File: src/rtl/shift_sequencer.sv
// shift_sequencer: buffers multi-step shift commands in a small FIFO and
// expands each one into a contiguous per-cycle stream of select codes (S)
// and load data (L) for a 4-bit universal shift register.
module shift_sequencer #(
  parameter int FIFO_DEPTH = 2
) (
  input  logic       Clock,
  input  logic       Reset,
  input  logic       cmd_valid,
  output logic       cmd_ready,
  input  logic       cmd_load,
  input  logic [2:0] cmd_op,
  input  logic [2:0] cmd_count,
  input  logic [0:3] cmd_data,
  output logic [2:0] S,
  output logic [0:3] L,
  output logic       busy,
  output logic       done
);

  localparam int PTR_W = $clog2(FIFO_DEPTH);
  localparam int CNT_W = $clog2(FIFO_DEPTH + 1);

  localparam logic [2:0] SEL_HOLD = 3'b000;
  localparam logic [2:0] SEL_LOAD = 3'b111;

  typedef enum logic [1:0] {
    IDLE,
    LOADSTEP,
    SHIFTSTEP
  } state_t;

  typedef struct packed {
    logic       load;
    logic [2:0] op;
    logic [2:0] count;
    logic [0:3] data;
  } cmd_t;

  // FIFO state
  cmd_t             mem_q [FIFO_DEPTH];
  cmd_t             mem_d [FIFO_DEPTH];
  logic [PTR_W-1:0] wr_ptr_q, wr_ptr_d;
  logic [PTR_W-1:0] rd_ptr_q, rd_ptr_d;
  logic [CNT_W-1:0] cnt_q, cnt_d;

  // Sequencer state; rem_q counts shift steps still to emit after the one on S
  state_t     state_q, state_d;
  logic [2:0] rem_q, rem_d;
  logic [2:0] op_q, op_d;
  logic [2:0] s_q, s_d;
  logic [0:3] l_q, l_d;
  logic       done_q, done_d;

  logic full;
  logic empty;
  logic push;
  logic pop;
  logic start_next;
  cmd_t head;
  cmd_t incoming;

  assign full      = (cnt_q == CNT_W'(FIFO_DEPTH));
  assign empty     = (cnt_q == '0);
  assign cmd_ready = !full && !Reset;
  assign push      = cmd_valid && cmd_ready;
  assign head      = mem_q[rd_ptr_q];

  assign S    = s_q;
  assign L    = l_q;
  assign done = done_q;
  assign busy = (state_q != IDLE) || !empty;

  // Capture an incoming command; op 111 is stored as hold so a stale L is never reloaded
  always_comb begin
    incoming.load  = cmd_load;
    incoming.op    = (cmd_op == SEL_LOAD) ? SEL_HOLD : cmd_op;
    incoming.count = cmd_count;
    incoming.data  = cmd_data;
  end

  // Next-state and output decode: start a new command when idle or on a final step
  always_comb begin
    state_d    = state_q;
    rem_d      = rem_q;
    op_d       = op_q;
    s_d        = s_q;
    l_d        = l_q;
    done_d     = 1'b0;
    start_next = 1'b0;

    case (state_q)
      IDLE:               start_next = 1'b1;
      LOADSTEP, SHIFTSTEP: start_next = (rem_q == 3'd0);
      default:            start_next = 1'b1;
    endcase

    if (start_next) begin
      if (!empty) begin
        op_d = head.op;
        if (head.load) begin
          state_d = LOADSTEP;
          s_d     = SEL_LOAD;
          l_d     = head.data;
          rem_d   = head.count;
          done_d  = (head.count == 3'd0);
        end else if (head.count == 3'd0) begin
          // Zero-length command still occupies one hold cycle
          state_d = SHIFTSTEP;
          s_d     = SEL_HOLD;
          rem_d   = 3'd0;
          done_d  = 1'b1;
        end else begin
          state_d = SHIFTSTEP;
          s_d     = head.op;
          rem_d   = head.count - 3'd1;
          done_d  = (head.count == 3'd1);
        end
      end else begin
        state_d = IDLE;
        s_d     = SEL_HOLD;
        rem_d   = 3'd0;
      end
    end else begin
      state_d = SHIFTSTEP;
      s_d     = op_q;
      rem_d   = rem_q - 3'd1;
      done_d  = (rem_q == 3'd1);
    end
  end

  assign pop = start_next && !empty;

  // FIFO bookkeeping: push and pop may coincide
  always_comb begin
    for (int i = 0; i < FIFO_DEPTH; i++) begin
      mem_d[i] = mem_q[i];
    end
    if (push) begin
      mem_d[wr_ptr_q] = incoming;
    end
    wr_ptr_d = wr_ptr_q + PTR_W'(push);
    rd_ptr_d = rd_ptr_q + PTR_W'(pop);
    cnt_d    = cnt_q + CNT_W'(push) - CNT_W'(pop);
  end

  // Control and output registers; reset aborts any command and empties the FIFO
  always_ff @(posedge Clock) begin
    if (Reset) begin
      state_q  <= IDLE;
      rem_q    <= 3'd0;
      op_q     <= SEL_HOLD;
      s_q      <= SEL_HOLD;
      l_q      <= 4'b0000;
      done_q   <= 1'b0;
      wr_ptr_q <= '0;
      rd_ptr_q <= '0;
      cnt_q    <= '0;
    end else begin
      state_q  <= state_d;
      rem_q    <= rem_d;
      op_q     <= op_d;
      s_q      <= s_d;
      l_q      <= l_d;
      done_q   <= done_d;
      wr_ptr_q <= wr_ptr_d;
      rd_ptr_q <= rd_ptr_d;
      cnt_q    <= cnt_d;
    end
  end

  // Command storage; validity is tracked by the pointers, so no reset needed
  always_ff @(posedge Clock) begin
    for (int i = 0; i < FIFO_DEPTH; i++) begin
      mem_q[i] <= mem_d[i];
    end
  end

endmodule

File: config.mk
export PLATFORM = sky130hd
export DESIGN_NAME = shift_sequencer
export DESIGN_NICKNAME = d
export VERILOG_FILES = /design/src/rtl/shift_sequencer.sv
export SDC_FILE = /design/constraint.sdc
export NUM_CORES = 1
export LEC_CHECK = 0
export ABC_AREA = 0
export BUFFER_PORTS_ARGS = -buffer_cell sky130_fd_sc_hd__buf_2
export CORE_MARGIN = 2
export CORE_UTILIZATION = 56
export DETAILED_ROUTE_END_ITERATION = 10
export PLACE_DENSITY = 0.75
export SYNTH_ARGS = -nofsm -noshare
export SYNTH_HDL_FRONTEND = slang
export SYNTH_SLANG_ARGS = --single-unit
File: constraint.sdc
create_clock -name Clock -period 2.45 [get_ports Clock]
set_input_delay 0.3675 -clock Clock [delete_from_list [all_inputs] [get_ports Clock]]
set_output_delay 0.3675 -clock Clock [all_outputs]
set_load 0.05 [all_outputs]
; ---- Yosys cells after proc, flatten, opt, wreduce, memory -nomap -nowiden
; Memory sizes are Yosys's and may differ from the RTL's. A register that Yosys moved wholly into a read port is not among the register bits.
; Index checks and enable logic that the tools add are counted.
[op_classes]
addsub = 6
mul = 0
div_mod_pow = 0
magnitude_cmp = 2
n_eq_ne = 6
n_shift = 0
n_mux = 22
bitwise_logic = 3
n_reduce_logical = 16
[op_table]
columns = cell, count
row1 = 2-to-1 mux 3 bit, 9
row2 = bitwise mux 22 bit, 1
row3 = 2-to-1 mux 22 bit, 1
row4 = demux 11 bit (select 1 bit), 1
row5 = 2-to-1 mux 11 bit, 1
row6 = "equality test 3 x 1 -> 1 bit, second input constant", 2
row7 = zero test 3 bit, 2
row8 = 2-to-1 mux 1 bit, 6
row9 = 2-to-1 mux 2 bit, 3
row10 = "subtractor 3 x 1 -> 3 bit, second input constant", 2
row11 = "equality test 2 bit, second input constant", 2
row12 = logical AND 1 bit, 4
row13 = "equality test 3 bit, second input constant", 1
row14 = zero test 1 bit, 3
row15 = AND reduction 3 bit, 1
row16 = OR reduction 3 bit, 1
row17 = adder 1 bit, 2
row18 = adder 2 x 1 -> 2 bit, 1
row19 = "equality test 2 x 1 -> 1 bit, second input constant", 1
row20 = "greater-or-equal comparator 2 bit, second input constant", 1
row21 = zero test 2 bit, 1
row22 = "< comparator 2 x 1 -> 1 bit, second input constant", 1
row23 = NOT 1 bit, 2
row24 = NOT 1 -> 2 bit, 1
row25 = 5 further kinds, 5
[totals]
register_bits = 20
latch_bits = 0
ram_bits = 22
rom_bits = 0
mem_count = 1
[memory_table]
columns = memory, depth, word_bits, rd, rd_clocked_by_memory_dff, write_ports, line_no
row1 = mem_q, 2, 11, 3, 1, 2, 41  ; cmd_t mem_q [FIFO_DEPTH];

; ---- Logic depth before layout (Yosys ltp)
[logic_depth]
ltp_word = 7
depth_mapped = 11
mapped_depth_nobuf = 10

; ---- Worst setup path before layout
; Ideal clock, no wire load.
[synth_timing]
path_kind = input to register
from = in Reset
to = reg cnt_q[1]
arrival_time_ps = 2456
required_time_ps = 2322
setup_slack_ps = -134
stages = 10
n_path_buf = 1
path_cell_list = clkbuf_1 -> a21oi_1 -> and2_1 -> inv_1 -> ha_1 -> inv_1 -> ha_1 -> xor2_1 -> xnor2_1 -> nor2_1
[synth_between]
elab_chain_cells = 5
[synth_rtl]
columns = element, line_no
row1 = "start, declared", 8  ; input logic Reset,
row2 = zero test 1 bit, 65  ; assign cmd_ready = !full && !Reset;
row3 = logical AND 1 bit, 65
row4 = net cmd_ready, 10  ; output logic cmd_ready,
row5 = logical AND 1 bit, 66  ; assign push = cmd_valid && cmd_ready;
row6 = adder 2 x 1 -> 2 bit, 144  ; cnt_d = cnt_q + CNT_W'(push) - CNT_W'(pop);
row7 = subtractor 2 x 1 -> 2 bit, 144
row8 = "end signal, assigned", 168  ; cnt_q <= cnt_d;
row9 = "end, declared", 45  ; logic [CNT_W-1:0] cnt_q, cnt_d;
; The timed path passes the listed nets, and every way through them passes these cells.
; A chain may end at the register's enable or synchronous reset.

; ---- Final worst setup path
[layout_timing]
from = reg rem_q[0]
to = reg cnt_q[1]
[layout_between]
elab_chain_cells = 4
[layout_rtl]
columns = element, line_no
row1 = "start, declared", 49  ; logic [2:0] rem_q, rem_d;
row2 = "start signal, assigned", 161  ; rem_q <= rem_d;
row3 = zero test 3 bit, 94  ; LOADSTEP, SHIFTSTEP: start_next = (rem_q == 3'd0);
row4 = 2-to-1 mux 1 bit, 92  ; case (state_q)
row5 = logical AND 1 bit, 132  ; assign pop = start_next && !empty;
row6 = subtractor 2 x 1 -> 2 bit, 144
; Every way passes these cells.

==> metrics.txt <==
Synth Register Bits 42; GP Congestion 0.8054; ANT cells 0; Max Fclk 0.5143 GHz; Slew headroom 64.19%; max-slew violation count 0; CTS root buffer clkbuf_4; Internal 1.319 mW; Most common cell on crit path ha_1; top post-synthesis cells by area edfxtp_1 (37%), dfxtp_1 (23%), ha_1 (5.7%), mux2i_1 (4.0%), nor2_1 (3.6%); most numerous cell in the Yosys netlist edfxtp_1; post-DR wirelength/cell 13.15 um; Slowest-stage cell, CP dfxtp_1; Post-Synthesis Cells 148; Netlist cell types 36; top post-synthesis cells by count edfxtp_1 (22), dfxtp_1 (20), nor2_1 (17); family with the most delay on the worst path adder cells; Post-Syn Area 0.001765 sq mm; HP Class in -> reg; TritonCTS Buffers 5; sw frac 39.76%; Cell Chain, Critical Path inv_1 > ha_1 > nand2b_1 > a21oi_1 > ha_1 > inv_1 > ha_1 > xor2_1 > xnor2_1 > nor2_1; Core Area 0.003028 sq mm; final net count 197; pin count of the biggest net entering global routing 21; ratio of cells with drive above 1 in the final layout 19.89%; min Tclk post-route 1.944 ns; later-pin clock latency in the skew report 0.35 ns; CTS resizes 0; I/O pin count 24; Leak Pwr 0.7634 nW; max cap viols 0; Seq/Total Area, Yosys 60.10%; total power 2.190 mW; Max IR drop VDD 516.5 uV; post-synth top area cell edfxtp_1; syn_nets 170; fin util 65.25%; Ys Warns 0; Worst Setup Path Type reg -> reg; crit share post-route 79.37%; Vias/cell 5.323; clock slew at reported path FFs 0.12 ns; met2 WL 1449 um; clk_skew 0.01947 ns; Post-synth ARST share 0%; initial DRC count 44; clk sinks 42; outcome complete, no violations; Die Width 60.15 um; Crit. End Element flop; TritonCTS clock tree done; main flop type after synthesis edfxtp_1; Setup TNS 0 ns; Worst-Margin Slew 0.5372 ns; Final Hold Fails 0; Die Area 0.003617 sq mm; Layout Area Growth over Synthesis 11.91%; max layer used met4; DR WL met3 99 um; # port buffers 23; cts-stage hold buffer count 0; total congestion overflow 0; Setup violations, final 0; num rows 20; dpl hpwl 2102 um; RSZ-0062 raised after global routing false; Mapped Avg Cell Area 11.93 sq um; sequential share of power 44.4%; First-pass DRT Iterations 4; routed wire length 2893 um; M1 WL 1282 um; Post-route DRC 0; Slowest Stage Delay on Critical Path 0.36 ns; Detail Route Antenna Nets 0; initial antenna violation count 0; WP data required 2.70 ns; top-area cell type share of the netlist area 37.42%; Vias 1171; Starting Density 58.31%; total track usage 18.76%; P per Cell Area 1108 mW/mm^2; global-route wire length before repair 4843 um; Worst Setup Start Kind flop; sw power 0.8707 mW; Clk pwr share 14.6%; EDFF count, synth 22; Worst EP arrival 2.19 ns; H-tree levels 2; hold_ws 0.2107 ns; Comb power frac 41.0%; CP max FO 4; number of global-route vias before repair 1191; Die Y-Extent 60.15 um; WP buf/inv 2; # Post-CTS Setup Buffers 0; Clock Path Buffers 2
[final timing paths]
kind / cells after the start / from / endpoint / slack [ns]
hold reg to reg: 1 / op_q[1] / S[1] / 0.49
setup reg to reg: 10 / rem_q[0] / cnt_q[1] / 0.51
hold / removal: 1 / cmd_count[1] / mem_q[1][5] / 0.21
setup / recovery: 10 / rem_q[0] / cnt_q[1] / 0.51
[area by class of cell]
type                    instances  area (sq um)
clock buffers                   7         45.04
clock inverters                 1         7.507
fillers                       255          1052
inverters                       9         33.78
multi-input cells              92         643.1
flip-flops and latches         42          1061
well taps                      44         55.05
repair buffers                 25         130.1
[metrics by stage]
step,cells,area [sq um],setup slack (ns)
after floorplan,148,1769,0.2049
after global placement,212,1923,0.5735
after detailed placement,212,1923,0.4996
after CTS,220,1976,0.4919
after global routing,220,1976,0.2807
final,220,1976,0.5055
[power groups by stage]
stage               combinational, mW  clock, mW  sequential [mW]
floorplan                       0.617          0             1.09
global placement                0.868          0            0.983
detailed placement              0.896          0            0.988
CTS                             0.905      0.328            0.973
global route                    0.995      0.361            0.992
finish                          0.898      0.320            0.972
[cells in the final DEF, fill, tap and decap left out, types with 3 or more instances in the layout]
master	count
a21boi_0	3
nor2_1	17
nand2_1	6
inv_1	9
ha_1	8
a211oi_1	8
a22o_1	4
edfxtp_1	22
dfxtp_1	20
nor3_1	5
a21oi_1	5
clkbuf_4	5
o21ai_0	5
buf_2	23
mux2i_1	7
nor2b_1	3
[metal layers]
metal,track usage [%],vias up
li1,-,589
met5,0,-
met1,20.79,551
met4,11.43,0
met3,4.762,7
met2,31.99,24
[state kept, by name, indices dropped and copies added, names as in the netlist]
register / count
L: 4
S: 3
cnt_q: 2
done: 1
mem_q: 22
op_q: 3
rd_ptr_q: 1
rem_q: 3
state_q: 2
wr_ptr_q: 1
[kinds of logic (layout without fill, tap and decap cells)]
kind of cell,count (synthesis),after routing,synth area share (%)
AO/OA/AOI/OAI,36,36,14.67
XOR/XNOR,3,3,1.489
adder cells (fa/ha/maj),8,8,5.670
buffers and inverters,14,42,3.685
flip-flops,42,42,60.10
multiplexers,9,9,5.386
AND/OR/NAND/NOR,36,36,9.001
Note: power is estimated with default switching activity, not from simulation.
